$ cat src/rtl/adjust_pkg.sv
// Shared state encoding and default timing constants for the time-setting controller.
package adjust_pkg;

  typedef enum logic {
    NORM = 1'b0,
    ADJ  = 1'b1
  } state_t;

  localparam int RPT_DLY_DEF = 50;
  localparam int RPT_PER_DEF = 10;
  localparam int TOUT_S_DEF  = 30;

  function automatic int max2(input int a, input int b);
    return (a > b) ? a : b;
  endfunction

endpackage

$ cat src/rtl/adjust_ctrl_auto_repeat.sv
// ADJUST edge detect plus hold-to-repeat pulse generation.
module auto_repeat
  import adjust_pkg::*;
#(
  parameter int RPT_DLY = RPT_DLY_DEF,
  parameter int RPT_PER = RPT_PER_DEF
) (
  input  logic CLK,
  input  logic RST,
  input  logic ENABLE,
  input  logic KEY,
  input  logic TICK,
  input  logic RPT_EN,
  output logic PULSE
);

  localparam int CW = $clog2(max2(RPT_DLY, RPT_PER) + 1);
  localparam logic [CW-1:0] DLY_LD = CW'(RPT_DLY);
  localparam logic [CW-1:0] PER_LD = CW'(RPT_PER);

  logic          key_q, key_d;
  logic          arm_q, arm_d;
  logic [CW-1:0] cnt_q, cnt_d;
  logic          edge_det;

  // Down-counter reloads with the delay on the edge, then with the period on every hit.
  always_comb begin
    key_d    = KEY;
    arm_d    = arm_q;
    cnt_d    = cnt_q;
    PULSE    = 1'b0;
    edge_det = KEY & ~key_q;
    if (!ENABLE || !KEY) begin
      arm_d = 1'b0;
      cnt_d = '0;
    end else if (edge_det) begin
      PULSE = 1'b1;
      arm_d = RPT_EN;
      cnt_d = RPT_EN ? DLY_LD : '0;
    end else if (arm_q && TICK) begin
      if (cnt_q == CW'(1)) begin
        PULSE = 1'b1;
        cnt_d = PER_LD;
      end else if (cnt_q != '0) begin
        cnt_d = cnt_q - CW'(1);
      end
    end
  end

  always_ff @(posedge CLK) begin
    if (RST) begin
      key_q <= 1'b0;
      arm_q <= 1'b0;
      cnt_q <= '0;
    end else begin
      key_q <= key_d;
      arm_q <= arm_d;
      cnt_q <= cnt_d;
    end
  end

endmodule

$ cat src/rtl/adjust_ctrl.sv
// Time-setting controller: field select, clear/increment pulses, inactivity timeout, blink.
// state | meaning
// NORM  | clock running, ADJUST ignored, all fields lit
// ADJ   | adjusting field FIELD, selected field blinks unless ADJUST held
module adjust_ctrl
  import adjust_pkg::*;
#(
  parameter int                NFIELD  = 3,
  parameter logic [NFIELD-1:0] CLRMASK = NFIELD'(1),
  parameter int                RPT_DLY = RPT_DLY_DEF,
  parameter int                RPT_PER = RPT_PER_DEF,
  parameter int                TOUT_S  = TOUT_S_DEF
) (
  input  logic                      CLK,
  input  logic                      RST,
  input  logic                      EN100HZ,
  input  logic                      EN1HZ,
  input  logic                      SIG2HZ,
  input  logic                      MODE,
  input  logic                      SELECT,
  input  logic                      ADJUST,
  output logic [NFIELD-1:0]         CLR,
  output logic [NFIELD-1:0]         INC,
  output logic [NFIELD-1:0]         ON,
  output logic                      ADJMODE,
  output logic [$clog2(NFIELD)-1:0] FIELD
);

  localparam int FW = $clog2(NFIELD);
  localparam int TW = (TOUT_S > 0) ? $clog2(TOUT_S + 1) : 1;

  state_t            state_q, state_d;
  logic [FW-1:0]     field_q, field_d;
  logic [TW-1:0]     tout_q, tout_d;
  logic [NFIELD-1:0] clr_q, clr_d, inc_q, inc_d;
  logic              timeout, rpt_enable, pulse;

  assign timeout    = (TOUT_S != 0) && (tout_q == TW'(TOUT_S));
  assign rpt_enable = (state_q == ADJ) && !MODE && !SELECT && !timeout;

  auto_repeat #(
    .RPT_DLY(RPT_DLY),
    .RPT_PER(RPT_PER)
  ) u_auto_repeat (
    .CLK   (CLK),
    .RST   (RST),
    .ENABLE(rpt_enable),
    .KEY   (ADJUST),
    .TICK  (EN100HZ),
    .RPT_EN(~CLRMASK[field_q]),
    .PULSE (pulse)
  );

  always_comb begin
    state_d = state_q;
    field_d = field_q;
    tout_d  = tout_q;
    clr_d   = '0;
    inc_d   = '0;
    case (state_q)
      NORM: begin
        if (MODE) begin
          state_d = ADJ;
          field_d = '0;
          tout_d  = '0;
        end
      end
      ADJ: begin
        if (MODE || timeout) begin
          state_d = NORM;
          tout_d  = '0;
        end else if (SELECT) begin
          field_d = (field_q == '0) ? FW'(NFIELD - 1) : field_q - FW'(1);
          tout_d  = '0;
        end else if (ADJUST) begin
          tout_d = '0;
        end else if (EN1HZ && tout_q != TW'(TOUT_S)) begin
          tout_d = tout_q + TW'(1);
        end
      end
      default: state_d = NORM;
    endcase
    if (pulse) begin
      if (CLRMASK[field_q]) clr_d[field_q] = 1'b1;
      else                  inc_d[field_q] = 1'b1;
    end
  end

  always_ff @(posedge CLK) begin
    if (RST) begin
      state_q <= NORM;
      field_q <= '0;
      tout_q  <= '0;
      clr_q   <= '0;
      inc_q   <= '0;
    end else begin
      state_q <= state_d;
      field_q <= field_d;
      tout_q  <= tout_d;
      clr_q   <= clr_d;
      inc_q   <= inc_d;
    end
  end

  // Masking with RST keeps a pulse registered just before reset off the outputs.
  assign CLR     = clr_q & {NFIELD{~RST}};
  assign INC     = inc_q & {NFIELD{~RST}};
  assign ADJMODE = (state_q == ADJ);
  assign FIELD   = field_q;

  always_comb begin
    ON = '1;
    if (ADJMODE && SIG2HZ && !ADJUST) ON[field_q] = 1'b0;
  end

endmodule

$ cat config.mk
export PLATFORM = sky130hd
export DESIGN_NAME = adjust_ctrl
export DESIGN_NICKNAME = d
export VERILOG_FILES = /design/src/rtl/adjust_pkg.sv /design/src/rtl/adjust_ctrl_auto_repeat.sv /design/src/rtl/adjust_ctrl.sv
export SDC_FILE = /design/constraint.sdc
export NUM_CORES = 1
export LEC_CHECK = 0
export CORE_MARGIN = 2
export CORE_UTILIZATION = 50
export CTS_BUF_LIST = sky130_fd_sc_hd__clkbuf_4
export DETAILED_ROUTE_END_ITERATION = 10
export PLACE_DENSITY_LB_ADDON = 0.3
export SLEW_MARGIN = 20
export SYNTH_ARGS = -nofsm -noshare
export SYNTH_HDL_FRONTEND = slang
export SYNTH_SLANG_ARGS = --single-unit
$ cat constraint.sdc
create_clock -name CLK -period 1.8 [get_ports CLK]
set_input_delay 0.54 -clock CLK [delete_from_list [all_inputs] [get_ports CLK]]
set_output_delay 0.54 -clock CLK [all_outputs]
set_load 0.03 [all_outputs]
# ---- Yosys cells after proc, flatten, opt, wreduce, memory -nomap -nowiden
# Index checks and enable logic that the tools add are counted.
dict set report word_totals {
  ff_bits 22
  output_inout_bits 12
  elab_cells 82
}
dict set report classes {
  add_sub_neg 3
  order_cmp 2
  eq_ne 7
  n_mux 28
  n_bitwise 9
  reduce_logical 25
}
# op count
set ops {}
lappend ops {{$mux 6} 5}
lappend ops {{$mux 5} 5}
lappend ops {{$pmux 5 s2} 1}
lappend ops {{$logic_and 1x1->1} 8}
lappend ops {{$mux 1} 8}
lappend ops {{$mux 2} 4}
lappend ops {{$and 3x3->3} 2}
lappend ops {{$eq 6x1->1 const B} 1}
lappend ops {{$ne 2x2->1 const B} 3}
lappend ops {{$reduce_bool 6->1} 1}
lappend ops {{$reduce_or 3->1} 2}
lappend ops {{$sub 6x1->6 const B} 1}
lappend ops {{$add 5x1->5 const B} 1}
lappend ops {{$eq 5x5->1 const B} 1}
lappend ops {{$logic_not 1->1} 5}
lappend ops {{$ne 5x3->1 const B} 1}
lappend ops {{$ne 5x5->1 const B} 1}
lappend ops {{$not 1->1} 5}
lappend ops {{$pmux 2 s2} 1}
lappend ops {{$reduce_and 2->1} 2}
lappend ops {{$lt 2x3->1 const B} 1}
lappend ops {{$mux 3} 1}
lappend ops {{$not 3->3} 1}
lappend ops {{$reduce_and 3->1} 1}
lappend ops {{other kinds (11)} 12}

# ---- Logic depth before layout (Yosys ltp)
dict set report logic_depth {
  depth_word 9
  depth_mapped 6
}

# ---- By module
# A second synthesis with hierarchy kept.
dict set report hier_totals {
  cells_unflattened 146
  hier_area_um2 1260.0
}
# module n_inst cells_per_inst area_each_um2 seq_area_each_um2
set by_module_without_submodules {}
lappend by_module_without_submodules {adjust_ctrl 1 84 763.2 280.3}
lappend by_module_without_submodules {auto_repeat 1 62 496.7 160.2}

# ---- Worst setup path after synthesis
# Ideal clock, no wire load.
dict set report synth_timing {
  path_type {reg-to-output}
  start {reg state_q (netlist: ADJMODE)}
  end {out ON[0]}
  t_arrival_ns 1.252
  required_ns 1.260
  setup_slack_ns 0.008
  path_stages_with_launch 5
  n_path_buf 1
  cell_sequence {dfxtp_1 > clkbuf_1 > nand2_1 > nor2_1 > nand2_1}
}
dict set report synth_via {
  elab_chain_len 3
}
# element line_no
set synth_lines {}
lappend synth_lines {{from (decl)} adjust_ctrl.sv:32} ;# state_t state_q, state_d;
lappend synth_lines {{from (signal assigned)} adjust_ctrl.sv:97} ;# state_q <= state_d;
lappend synth_lines {{$logic_and 1x1->1 (2 in series)} adjust_ctrl.sv:113} ;# if (ADJMODE && SIG2HZ && !ADJUST) ON[field_q] = 1'b0;
lappend synth_lines {{$mux 3} adjust_ctrl.sv:113}
lappend synth_lines {{to (decl)} adjust_ctrl.sv:24} ;# output logic [NFIELD-1:0] ON,
# Every way passes these cells.

# ---- Worst setup path after layout
dict set report layout_timing {
  start {reg field_q[0] (netlist: FIELD[0])}
  end {out ON[2]}
}
dict set report layout_via {
  elab_chain_len 6
}
# element line_no
set layout_lines {}
lappend layout_lines {{from (decl)} adjust_ctrl.sv:33} ;# logic [FW-1:0] field_q, field_d;
lappend layout_lines {{from (signal assigned)} adjust_ctrl.sv:98} ;# field_q <= field_d;
lappend layout_lines {{$lt 2x3->1 (implied by the code) or $ge 2x1->1 (tied branches)} adjust_ctrl.sv:113}
lappend layout_lines {{$logic_and 1x1->1 (implied by the code)} adjust_ctrl.sv:113}
lappend layout_lines {{$mux 1 (implied by the code)} adjust_ctrl.sv:113}
lappend layout_lines {{$demux 1 s2 *} adjust_ctrl.sv:113}
lappend layout_lines {{$not 3->3 (no line) *} n/a}
lappend layout_lines {{$mux 3 *} adjust_ctrl.sv:113}
# Mark *: on every way between the ends. The rest lies on a longest branch, timed or not.

==> metrics <==
DRC Markers 0; pwr dens 615 nW/um^2; Mapped Cells 140; Post-DP HPWL 2220 um; max-cap violations 0; FF+latch count, synth 22; period utilization 96.7%; P&R area growth vs syn 36.2%; Hold Fails Final Rpt 0; Seq. cell area 448 sq um; port buffer count 19; drt first pass iters 4; final net count 196; worst-path fanout max 4; core area 2280 sq um; post-route ant nets 0; clk sink count 22; Multi-input gate area 787 sq um; critical path class flip-flop to primary output; vias per cell 5.74; final design utilization 73.5%; largest net degree at the start of global routing 14; post-place instance area 1560 sq um; Slew Viols, Final 0; fmax 0.574 GHz; Hold Path Class flip-flop to flip-flop; Max IR drop VDD 749 uV; clock slew at reported path FFs 0.13 ns; status finished clean; Worst Path Arrival 1.20 ns; Starting Density 54.0%; worst slack, placed -0.283 ns; post-synth net total 156; Final Setup Violations 0; share of cells above drive strength 1 31.3%; TritonCTS clock tree done; Final WS setup 0.0586 ns; Clock Tree Buf Depth 2; Required @ worst endpoint 1.26 ns; Root Driver clkbuf_4; count of standard-cell rows 17; Die W 53.6 um; grt ovf 0; DRT Wirelength 3140 um; Warnings, synthesis 0; vias in the first global route 1,178; DR WL/cell 15.2 um; vias 1,188; worst skew pair latency 0.33 ns; synthesized area per cell 8.78 sq um; TritonCTS Buffers 3; fin area 1670 sq um; Final Skew 0.00548 ns; nature of the critical path startpoint flip-flop; GP Congestion 0.828; crit path time final 1.74 ns; antenna violations before repair 0; hold buffers post-CTS 0; Top-Level Pins 20; # fillers 165; H-tree Lvls 1; Die Y 53.6 um; RSZ-0062 raised after global routing false; register area share after synthesis 35.8%; Setup crit end kind primary output; Ant. Diodes 0; Tot GR Track Use 25.2%; number of library cell types mapped by synthesis 42; first-pass GRT wire length 5280 um; Synth Cell Area 1230 sq um; die area 2870 sq um; Leakage 0.000704 uW; DRT iter0 DRCs 33
==> worst max-delay path: stages (launching register included) <==
cell and delay [ns]:
dfxtp_2 0.36, inv_2 0.10, ha_2 0.21, nand2_1 0.07, buf_6 0.14
==> per-layer routing <==
layer,vias to the layer above,wire length (um),GRT usage [%]
met5,-,0,0
met4,0,30,9.83
met2,31,1640,44.0
li1,581,-,-
met3,4,105,3.33
met1,572,1360,31.2
==> cells in the final DEF, fill, tap and decap left out, types with 4 or more instances in the layout <==
cell | synthesis | final
a21oi_1 | 5 | 5
buf_4 | 0 | 23
buf_6 | 0 | 5
ha_1 | 8 | 5
dfxtp_1 | 22 | 18
nand3_1 | 7 | 7
inv_1 | 9 | 7
nand2_1 | 10 | 9
and3_1 | 4 | 4
dlygate4sd2_1 | 0 | 4
nor2b_1 | 8 | 5
nor2_1 | 13 | 12
nor3_1 | 10 | 10
==> power breakdown <==
part	internal, uW	switching [uW]
sequential	492	3.16
clock	226	172
combinational	64.1	71.9
total	781	247
==> metrics by stage <==
step           power, uW  setup TNS [ns]  hold slack (ns)  cells
2_1_floorplan        567               0            0.470    140
3_3_place_gp         628           -5.22            0.490    202
3_5_place_dp         632           -6.05            0.515    202
4_1_cts             1020        -0.00450            0.534    207
5_1_grt             1060               0            0.542    207
6_report            1030               0            0.522    207
==> cells in the mapped netlist, drive strengths merged <==
library cell | instances | area [sq um]
inv | 9 | 33.8
o2111ai | 1 | 8.76
a31oi | 2 | 27.5
and4 | 1 | 8.76
a211oi | 2 | 25.0
o22ai | 1 | 6.26
a31o | 2 | 17.5
a41oi | 2 | 36.3
mux2 | 1 | 11.3
nor3b | 2 | 15.0
o21a | 1 | 7.51
nand2b | 1 | 6.26
a2bb2oi | 1 | 8.76
xor2 | 2 | 17.5
nor4b | 1 | 8.76
nor2b | 8 | 50.1
clkbuf | 3 | 11.3
nand4b | 1 | 15.0
nand3 | 7 | 35.0
nand2 | 10 | 37.5
conb | 1 | 3.75
o21ba | 1 | 10.0
a311oi | 1 | 8.76
or4 | 2 | 15.0
nor2 | 13 | 48.8
and3 | 4 | 25.0
nand4 | 1 | 6.26
or3 | 1 | 6.26
nor4 | 1 | 21.3
ha | 8 | 100
o2bb2ai | 1 | 8.76
a21oi | 5 | 25.0
and2 | 3 | 18.8
nor3 | 10 | 50.1
a21o | 3 | 22.5
dfxtp | 22 | 440
a311o | 1 | 10.0
o21ai | 4 | 20.0
==> final timing paths <==
kind | from | to | slack [ns] | cells past startpoint
max | FIELD[0] | ON[2] | 0.06 | 4
min | tout_q[1] | tout_q[1] | 0.52 | 2
max reg2reg | tout_q[1] | tout_q[3] | 0.10 | 6
min reg2reg | tout_q[1] | tout_q[1] | 0.52 | 2
==> flip-flops by register name, summed over array words and instances (netlist names) <==
signal               count
u_auto_repeat.key_q      1
ADJMODE                  1
inc_q                    3
clr_q                    3
u_auto_repeat.arm_q      1
FIELD                    2
u_auto_repeat.cnt_q      6
tout_q                   5
==> logic make-up after synthesis <==
group / after synthesis / share of synthesized area, %
other: 1 / 0.305
AND/OR/NAND/NOR: 66 / 29.9
multiplexers: 1 / 0.916
XOR/XNOR: 2 / 1.43
flip-flops: 22 / 35.8
buffers and inverters: 12 / 3.67
AO/OA/AOI/OAI: 28 / 19.8
adder cells (fa/ha/maj): 8 / 8.15
==> repair_timing <==
action,4_1_cts,5_1_grt
buffers inserted,1,0
resized for setup,15,19
cloned,0,0
pin swaps,2,2
setup endpoints to repair,12,16
==> area by class of cell <==
type                            instances  share of cell area, %
Timing Repair Buffer                   38                   18.9
Sequential cell                        22                   26.8
Clock buffer                            3                   1.35
Inverter                                9                   2.02
Tap cell                               28                   2.09
Multi-Input combinational cell        106                   47.0
Clock inverter                          1                   1.80
Note: power is estimated with default switching activity, not from simulation.
